### src/rtl/mem_bus_arbiter_if.sv
// mem_bus_arbiter_if: pipeline request/response and shared memory bus signals of mem_bus_arbiter
interface mem_bus_arbiter_if;
  logic        flush;
  logic        if_req;
  logic [31:0] if_addr;
  logic        mem_req;
  logic        mem_we;
  logic [31:0] mem_addr;
  logic [31:0] mem_wdata;
  logic [3:0]  mem_wstrb;
  logic        bus_ready;
  logic [31:0] bus_rdata;
  logic        bus_req;
  logic        bus_we;
  logic [31:0] bus_addr;
  logic [31:0] bus_wdata;
  logic [3:0]  bus_wstrb;
  logic        if_valid;
  logic        mem_valid;
  logic [31:0] if_rdata;
  logic [31:0] mem_rdata;
  logic        if_stall_req;
  logic        mem_stall_req;
  logic        bus_err;
  modport master (
    input  flush, if_req, if_addr, mem_req, mem_we, mem_addr, mem_wdata, mem_wstrb,
    input  bus_ready, bus_rdata,
    output bus_req, bus_we, bus_addr, bus_wdata, bus_wstrb,
    output if_valid, mem_valid, if_rdata, mem_rdata, if_stall_req, mem_stall_req, bus_err
  );
  modport slave (
    output flush, if_req, if_addr, mem_req, mem_we, mem_addr, mem_wdata, mem_wstrb,
    output bus_ready, bus_rdata,
    input  bus_req, bus_we, bus_addr, bus_wdata, bus_wstrb,
    input  if_valid, mem_valid, if_rdata, mem_rdata, if_stall_req, mem_stall_req, bus_err
  );
endinterface

### src/rtl/mem_bus_arbiter.sv
// mem_bus_arbiter: IF/MEM arbiter for one shared memory bus; ARB_TIMEOUT_EN adds a bus-ready watchdog
module mem_bus_arbiter #(
  parameter int TIMEOUT = 16
) (
  input logic               clk,
  input logic               reset,
  mem_bus_arbiter_if.master arb
);
  localparam logic [1:0] IDLE = 2'd0;
  localparam logic [1:0] BUSY = 2'd1;
  localparam logic [1:0] DONE = 2'd2;
  logic [1:0] state;
  logic owner;
  logic last_grant;
  logic cancel;
  logic if_pend;
  logic grant;
  logic grant_mem;
  logic cancel_n;
  logic fin;
  logic tmo;
  if (TIMEOUT < 2 || TIMEOUT > 255) begin : g_bad_timeout
    $error("mem_bus_arbiter: TIMEOUT must be within 2..255");
  end
  // owner / last_grant: 0 = IF, 1 = MEM
  assign if_pend   = arb.if_req & ~arb.flush;
  assign grant     = if_pend | arb.mem_req;
  assign grant_mem = arb.mem_req & (~if_pend | ~last_grant);
  assign cancel_n  = cancel | (arb.flush & ~owner & (state != IDLE));
  assign fin       = (state == BUSY) & (arb.bus_ready | tmo);
  assign arb.if_valid      = (state == DONE) & ~owner & ~cancel;
  assign arb.mem_valid     = (state == DONE) & owner;
  assign arb.if_stall_req  = arb.if_req & ~arb.if_valid;
  assign arb.mem_stall_req = arb.mem_req & ~arb.mem_valid;
`ifdef ARB_TIMEOUT_EN
  logic [7:0] cnt;
  logic err;
  assign tmo = (state == BUSY) & ~arb.bus_ready & (cnt == 8'(TIMEOUT - 1));
  always_ff @(posedge clk) begin
    cnt <= (reset | (state != BUSY) | arb.bus_ready) ? 8'd0 : cnt + 8'd1;
    err <= ~reset & tmo;
  end
  assign arb.bus_err = err;
`else
  assign tmo = 1'b0;
  assign arb.bus_err = 1'b0;
`endif
  // a timed-out transaction completes with zero read data
  always_ff @(posedge clk) begin
    if (reset) begin
      state         <= IDLE;
      owner         <= 1'b0;
      last_grant    <= 1'b0;
      cancel        <= 1'b0;
      arb.bus_req   <= 1'b0;
      arb.bus_we    <= 1'b0;
      arb.bus_addr  <= '0;
      arb.bus_wdata <= '0;
      arb.bus_wstrb <= '0;
      arb.if_rdata  <= '0;
      arb.mem_rdata <= '0;
    end else if (state == IDLE) begin
      cancel <= 1'b0;
      if (grant) begin
        state         <= BUSY;
        owner         <= grant_mem;
        last_grant    <= grant_mem;
        arb.bus_req   <= 1'b1;
        arb.bus_we    <= grant_mem & arb.mem_we;
        arb.bus_addr  <= grant_mem ? arb.mem_addr : arb.if_addr;
        arb.bus_wdata <= grant_mem ? arb.mem_wdata : 32'd0;
        arb.bus_wstrb <= grant_mem ? arb.mem_wstrb : 4'd0;
      end
    end else if (state == BUSY) begin
      cancel <= cancel_n;
      if (fin) begin
        state       <= DONE;
        arb.bus_req <= 1'b0;
        if (owner & ~arb.bus_we)
          arb.mem_rdata <= arb.bus_ready ? arb.bus_rdata : 32'd0;
        if (~owner & ~cancel_n)
          arb.if_rdata <= arb.bus_ready ? arb.bus_rdata : 32'd0;
      end
    end else begin
      state  <= IDLE;
      cancel <= 1'b0;
    end
  end
endmodule

### src/flat_wrapper.sv
// flat-port wrapper written by rule: the top's interface ports become plain ports
module mem_bus_arbiter_flat 
#(
  parameter int TIMEOUT = 16
)
  (clk, reset, arb_flush, arb_if_req, arb_if_addr, arb_mem_req, arb_mem_we, arb_mem_addr, arb_mem_wdata, arb_mem_wstrb, arb_bus_ready, arb_bus_rdata, arb_bus_req, arb_bus_we, arb_bus_addr, arb_bus_wdata, arb_bus_wstrb, arb_if_valid, arb_mem_valid, arb_if_rdata, arb_mem_rdata, arb_if_stall_req, arb_mem_stall_req, arb_bus_err);
  mem_bus_arbiter_if arb_i ();
  input logic clk;
  input logic reset;
  input wire logic [$bits(arb_i.flush)-1:0] arb_flush;
  input wire logic [$bits(arb_i.if_req)-1:0] arb_if_req;
  input wire logic [$bits(arb_i.if_addr)-1:0] arb_if_addr;
  input wire logic [$bits(arb_i.mem_req)-1:0] arb_mem_req;
  input wire logic [$bits(arb_i.mem_we)-1:0] arb_mem_we;
  input wire logic [$bits(arb_i.mem_addr)-1:0] arb_mem_addr;
  input wire logic [$bits(arb_i.mem_wdata)-1:0] arb_mem_wdata;
  input wire logic [$bits(arb_i.mem_wstrb)-1:0] arb_mem_wstrb;
  input wire logic [$bits(arb_i.bus_ready)-1:0] arb_bus_ready;
  input wire logic [$bits(arb_i.bus_rdata)-1:0] arb_bus_rdata;
  output wire logic [$bits(arb_i.bus_req)-1:0] arb_bus_req;
  output wire logic [$bits(arb_i.bus_we)-1:0] arb_bus_we;
  output wire logic [$bits(arb_i.bus_addr)-1:0] arb_bus_addr;
  output wire logic [$bits(arb_i.bus_wdata)-1:0] arb_bus_wdata;
  output wire logic [$bits(arb_i.bus_wstrb)-1:0] arb_bus_wstrb;
  output wire logic [$bits(arb_i.if_valid)-1:0] arb_if_valid;
  output wire logic [$bits(arb_i.mem_valid)-1:0] arb_mem_valid;
  output wire logic [$bits(arb_i.if_rdata)-1:0] arb_if_rdata;
  output wire logic [$bits(arb_i.mem_rdata)-1:0] arb_mem_rdata;
  output wire logic [$bits(arb_i.if_stall_req)-1:0] arb_if_stall_req;
  output wire logic [$bits(arb_i.mem_stall_req)-1:0] arb_mem_stall_req;
  output wire logic [$bits(arb_i.bus_err)-1:0] arb_bus_err;
  assign arb_i.flush = arb_flush;
  assign arb_i.if_req = arb_if_req;
  assign arb_i.if_addr = arb_if_addr;
  assign arb_i.mem_req = arb_mem_req;
  assign arb_i.mem_we = arb_mem_we;
  assign arb_i.mem_addr = arb_mem_addr;
  assign arb_i.mem_wdata = arb_mem_wdata;
  assign arb_i.mem_wstrb = arb_mem_wstrb;
  assign arb_i.bus_ready = arb_bus_ready;
  assign arb_i.bus_rdata = arb_bus_rdata;
  assign arb_bus_req = arb_i.bus_req;
  assign arb_bus_we = arb_i.bus_we;
  assign arb_bus_addr = arb_i.bus_addr;
  assign arb_bus_wdata = arb_i.bus_wdata;
  assign arb_bus_wstrb = arb_i.bus_wstrb;
  assign arb_if_valid = arb_i.if_valid;
  assign arb_mem_valid = arb_i.mem_valid;
  assign arb_if_rdata = arb_i.if_rdata;
  assign arb_mem_rdata = arb_i.mem_rdata;
  assign arb_if_stall_req = arb_i.if_stall_req;
  assign arb_mem_stall_req = arb_i.mem_stall_req;
  assign arb_bus_err = arb_i.bus_err;
  mem_bus_arbiter #(.TIMEOUT(TIMEOUT)) u_core (.clk(clk), .reset(reset), .arb(arb_i));
endmodule
### config.mk
export PLATFORM = sky130hd
export DESIGN_NAME = mem_bus_arbiter_flat
export DESIGN_NICKNAME = d
export VERILOG_FILES = /design/src/rtl/mem_bus_arbiter_if.sv /design/src/rtl/mem_bus_arbiter.sv /design/src/flat_wrapper.sv
export SDC_FILE = /design/constraint.sdc
export NUM_CORES = 1
export LEC_CHECK = 0
export BUFFER_PORTS_ARGS = -buffer_cell sky130_fd_sc_hd__buf_2
export CORE_ASPECT_RATIO = 1.1
export CORE_MARGIN = 4
export CORE_UTILIZATION = 40
export CTS_CLUSTER_DIAMETER = 100
export DETAILED_ROUTE_END_ITERATION = 8
export PLACE_DENSITY = 0.76
export SYNTH_ARGS = -nofsm -noshare
export SYNTH_HDL_FRONTEND = slang
export SYNTH_SLANG_ARGS = --single-unit
export TNS_END_PERCENT = 50
### constraint.sdc
create_clock -name clk -period 1.5 [get_ports clk]
set_clock_uncertainty 0.1 [all_clocks]
set_input_delay 0.075 -clock clk [delete_from_list [all_inputs] [get_ports clk]]
set_output_delay 0.075 -clock clk [all_outputs]
set_load 0.02 [all_outputs]
### Yosys cells after proc, flatten, opt, wreduce, memory -nomap -nowiden

Cells that the tools add are included.

| word-level totals | value |
|---|---|
| bits in registers | 138 |
| word-level logic and storage cells | 62 |

| cells by class | value |
|---|---|
| equality and inequality tests | 4 |
| multiplexer cells | 12 |
| bitwise logic cells | 26 |
| reductions and logical operators | 10 |

Operator list:

| cell | count |
|---|---|
| $mux W32 | 3 |
| $and A1 B1 Y1 | 13 |
| $not A1 Y1 | 10 |
| $mux W2 | 4 |
| $reduce_and A4 Y1 | 2 |
| $reduce_bool A2 Y1 | 3 |
| $mux W1 | 4 |
| $mux W4 | 1 |
| $reduce_and A2 Y1 | 2 |
| $ne A3 B2 Y1 const B | 1 |
| $or A1 B1 Y1 | 3 |
| $reduce_and A3 Y1 | 1 |
| $reduce_or A3 Y1 | 1 |
| $eq A2 B1 Y1 const B | 1 |
| $eq A2 B2 Y1 const B | 1 |
| $logic_not A2 Y1 | 1 |
| $ne A2 B1 Y1 const B | 1 |

### Longest topological paths before layout

| depth | value |
|---|---|
| word-level depth | 7 |
| depth in mapped cells | 6 |
| gate-level depth less buffers | 4 |

### Worst setup path after synthesis

No wires, ideal clock.

| timing | value |
|---|---|
| kind | flip-flop to output port |
| start point | reg u_core.owner |
| end point | out arb_if_stall_req |
| arrival time | 1,501 ps |
| slack | -176 ps |
| cell stages (with the launch flop) | 3 |
| path buffers | 0 |
| path through | dfxtp_1 -> nor4b_1 -> nor2b_1 |

| between the ends | value |
|---|---|
| word-level cells in the longest chain between the ends | 5 |

RTL lines:

| what | line | RTL |
|---|---|---|
| start, declared | mem_bus_arbiter.sv:13 | `logic owner;` |
| start signal, assigned | mem_bus_arbiter.sv:66 | `owner <= grant_mem;` |
| $not A1 Y1 | - |  |
| $and A1 B1 Y1 (2 in series) | mem_bus_arbiter.sv:31 | `assign arb.if_valid = (state == DONE) & ~owner & ~cancel;` |
| named net arb_if_valid | flat_wrapper.sv:25 | `output wire logic [$bits(arb_i.if_valid)-1:0] arb_if_valid;` |
| $not A1 Y1 | mem_bus_arbiter.sv:33 | `assign arb.if_stall_req = arb.if_req & ~arb.if_valid;` |
| $and A1 B1 Y1 | mem_bus_arbiter.sv:33 |  |
| end, declared | flat_wrapper.sv:29 | `output wire logic [$bits(arb_i.if_stall_req)-1:0] arb_if_stall_req;` |

The timed path passes the listed nets, and every way through them passes these cells.

### Final worst setup path

| timing | value |
|---|---|
| start point | reg u_core.state[1] |
| end point | reg u_core.arb.if_rdata[25] |

| between the ends | value |
|---|---|
| word-level cells in the longest chain between the ends | 6 |

RTL lines:

| what | line | RTL |
|---|---|---|
| start, declared | mem_bus_arbiter.sv:12 | `logic [1:0] state;` |
| start signal, assigned | mem_bus_arbiter.sv:51 | `state <= IDLE;` |
| start signal, assigned | mem_bus_arbiter.sv:65 | `state <= BUSY;` |
| start signal, assigned | mem_bus_arbiter.sv:77 | `state <= DONE;` |
| $reduce_bool A2 Y1 | mem_bus_arbiter.sv:29 | `assign cancel_n = cancel \| (arb.flush & ~owner & (state != IDLE));` |
| $and A1 B1 Y1 | mem_bus_arbiter.sv:29 |  |
| $or A1 B1 Y1 | mem_bus_arbiter.sv:29 |  |
| $not A1 Y1 | mem_bus_arbiter.sv:81 | `if (~owner & ~cancel_n)` |
| $and A1 B1 Y1 | mem_bus_arbiter.sv:81 |  |
| $reduce_and A4 Y1 (no line) (*) | - |  |
| end signal, assigned | mem_bus_arbiter.sv:82 | `arb.if_rdata <= arb.bus_ready ? arb.bus_rdata : 32'd0;` |
| end, declared | mem_bus_arbiter_if.sv:29 | `output if_valid, mem_valid, if_rdata, mem_rdata, if_stall_req, mem_stall_req, bus_err` |

Mark *: on every way between the ends. The rest lies on a longest branch, timed or not.
A chain may end at the register's enable or synchronous reset.

==> summary.md <==
| Metric | Value |
|---|---|
| Status | complete, but fails checks |
| Failing checks | setup timing |
| Part of the cycle the worst path needs | 1.06 |
| Synth warn | 0 |
| Hold Path Stages | 4 |
| Site row count | 43 |
| Vias in the first global route | about 5900 |
| Total routed wirelength | 19.5 mm |
| Fin nets | 1135 |
| Die X-Extent | 117 microns |
| Final setup viols | 36 |
| Maxcap violations | 0 |
| Clock root cell | clkbuf_16 |
| Share of layout cells above drive strength 1 | 0.406 |
| Clk buf depth | 2 |
| Critical path launch point | u_core.state[1] |
| CP required | 1.67 ns |
| Final Max Slew Viols | 0 |
| WHS | about 0.043 ns |
| Starting Density | 0.410 |
| Residual DRC | 0 |
| Final setup margin | -0.0958 ns |
| Worst Hold Class | in2reg |
| Die area | ~15000 sq um |
| Post-synthesis sequential area ratio | 0.532 |
| Synth Register Bits | 138 |
| CORE AREA | 12600 sq um |
| Setup CP Type | reg2reg |
| Boundary pin count | ~280 |
| Worst Reg-to-Reg Cells | 5 |
| DP Cell Count | 1025 |
| Routed WL per cell | between 15 and 20 microns |
| Congestion Overflow GR | 0 |
| Design Area, Final | about 9000 sq um |
| DRT antenna net count | 0 |
| Fmax | 627 MHz |
| Top cell type's share of synthesized area | 0.532 |
| Antenna violations before repair | 0 |
| Port Buf Inserts | 276 |
| Crit-path max FO | 8 |
| Clock sink total | 138 |
| CTS H-Tree Depth | 4 |
| Final core utilization | 0.713 |
| Worst VDD drop | approximately 0.73 mV |
| Pre-CTS WS | -0.0360 ns |
| Finished Layout Cells | around 1200 |
| CTS tree | done |
| Hold Crit Start | arb_if_addr[28] |
| CTS buffer count | 17 |
| Reg2reg start | u_core.state[1] |
| CP arrival | between 1.5 and 2 ns |
| Post-Syn Area | around 5200 sq um |
| Later-pin clock latency in the skew report | about 0.4 ns |
| LEAKAGE | between 4 and 5 nW |
| RePlAce Congestion | slightly above 0.8 |
| Clock transition at path regs | 0.06 ns |
| Synth unique cells | 30 |
| Min Tclk post-route | 1.60 ns |
| Synth area leader | dfxtp_1 |
| Chip Height | 127 microns |
| Drt pass-1 iters | 5 |
| Iter 0 DRT Violations | about 440 |
| Synth area leaders | dfxtp_1 53%, nand2_1 9.3%, a21oi_1 6.6%, a22oi_1 5.4%, nor2_1 5.1% |
| CP endpoint kind | register |
| Placed Area | roughly 6900 sq um |
| Filler cell count | ~900 |
| RSZ-0062 raised after global routing | true |
| Syn_nets | 753 |
| Power per cell area | 1140 nW/um^2 |
| Via count | about 6000 |
| Ant. Diodes | 0 |
| Tot GR Track Use | 0.237 |
| Synth Area per Inst | between 8 and 9 sq um |
| Hold Vio Cnt, Final | 0 |
| First-pass GRT wire length | roughly 28 mm |
| Area grow syn2layout | 73.7% |
| Synth Instances | roughly 610 |
| Largest net degree at the start of global routing | 61 |
| Critical Path Start Type | register |
| Drt via density | around 5.2 |
| Detailed Place HPWL | ~11 mm |
[per-layer routing]
layer,track usage,wire length (microns),vias to the layer above
met5,0,0,-
met4,0.0870,507,0
met3,0.0715,1660,47
met2,0.418,9980,318
met1,0.269,7330,2800
li1,-,-,2870
[synth_stat cells]
cell / number
buf_1: 2
and3_1: 1
nor3_1: 32
and2_1: 1
or4_1: 1
or3_1: 1
inv_2: 1
buf_2: 14
nand3b_2: 1
nor2b_1: 3
clkbuf_1: 35
nor4bb_1: 1
o21a_1: 1
o21ai_2: 1
a211oi_1: 32
nand2_1: 129
dfxtp_1: 138
conb_1: 1
nor3_2: 1
nor4b_1: 2
or3b_2: 1
nand3b_4: 1
nor4_2: 1
buf_6: 3
nor3b_1: 1
a22oi_1: 37
a21oi_1: 68
nor2_1: 71
buf_4: 1
a21boi_0: 32
[per-stage QoR]
stage                     setup TNS (ns)  total power [mW]
after global routing               -5.45              10.7
after floorplan                    -1.56              4.87
after detailed placement          -0.799              5.53
after global placement            -0.585              5.52
after CTS                         -0.311              10.2
final                              -2.12              10.3
[repair_timing]
action,4_1_cts,5_1_grt
setup buffers,0,1
hold buffers,103,0
pin swaps,2,33
cloned,0,5
setup endpoints to repair,50,123
hold endpoints to repair,137,0
gates resized for setup,13,74
[flip-flops by register name, summed over array words and instances, names as in the netlist]
| name | count |
|---|---|
| u_core.arb.bus_wdata | 32 |
| u_core.arb.mem_rdata | 32 |
| u_core.arb.bus_addr | 32 |
| u_core.arb.bus_req | 1 |
| u_core.arb.if_rdata | 32 |
| u_core.state | 2 |
| u_core.cancel | 1 |
| u_core.arb.bus_we | 1 |
| u_core.owner | 1 |
| u_core.arb.bus_wstrb | 4 |
[layout make-up]
cell class                 count  area [sq um]  area share
clock buffer                  19           443      0.0491
timing repair buffer         418          2940       0.326
sequential                   138          2770       0.307
multi-input combinational    420          2470       0.274
tap                          157           196      0.0218
clock inverter                13           191      0.0212
inverter                       1          3.75    0.000416
[path summary, 6_finish.rpt]
kind,end,slack [ns]
max,u_core.arb.if_rdata[25],-0.1
min,u_core.arb.bus_addr[28],0.04
max reg2reg,u_core.arb.if_rdata[25],-0.1
min reg2reg,u_core.arb.if_rdata[25],0.35
[power by group]
part           switching (mW)  total [mW]  internal, mW  leakage, nW
logic                   0.983        1.81         0.831         2.58
clock network            1.62        4.47          2.85        0.300
registers               0.121        3.99          3.87         1.13
[worst max-delay path, cell delays in order, from the launching register on]
cell and delay [ns]:
dfxtp_2 0.33, nand3b_4 0.17, or4_4 0.52, clkbuf_16 0.23, nand2_1 0.07, a21oi_1 0.05
[placed cells by master, fill, tap and decap left out, types with 3 or more instances in the layout]
master,count
nor2b_1,3
buf_6,7
dfxtp_1,135
a22oi_2,4
a211oi_2,6
dlygate4sd3_1,103
buf_2,272
clkbuf_16,20
nand2_4,15
a22oi_1,33
nor3_1,31
nand2_2,6
clkinvlp_4,3
bufinv_16,4
clkinv_4,3
a21boi_0,31
nor2_1,71
buf_12,11
nand2_1,108
buf_4,21
a21oi_1,50
a211oi_1,26
a21oi_2,18
[cells by family after synthesis]
logic type | Yosys count | share of synthesized area
AOI/OAI and AO/OA | 171 | 0.215
other | 1 | 0.000723
and+or+nand+nor | 248 | 0.203
buffers and inverters | 56 | 0.0490
DFF | 138 | 0.532
No activity file was read; power rests on OpenSTA's default activity.
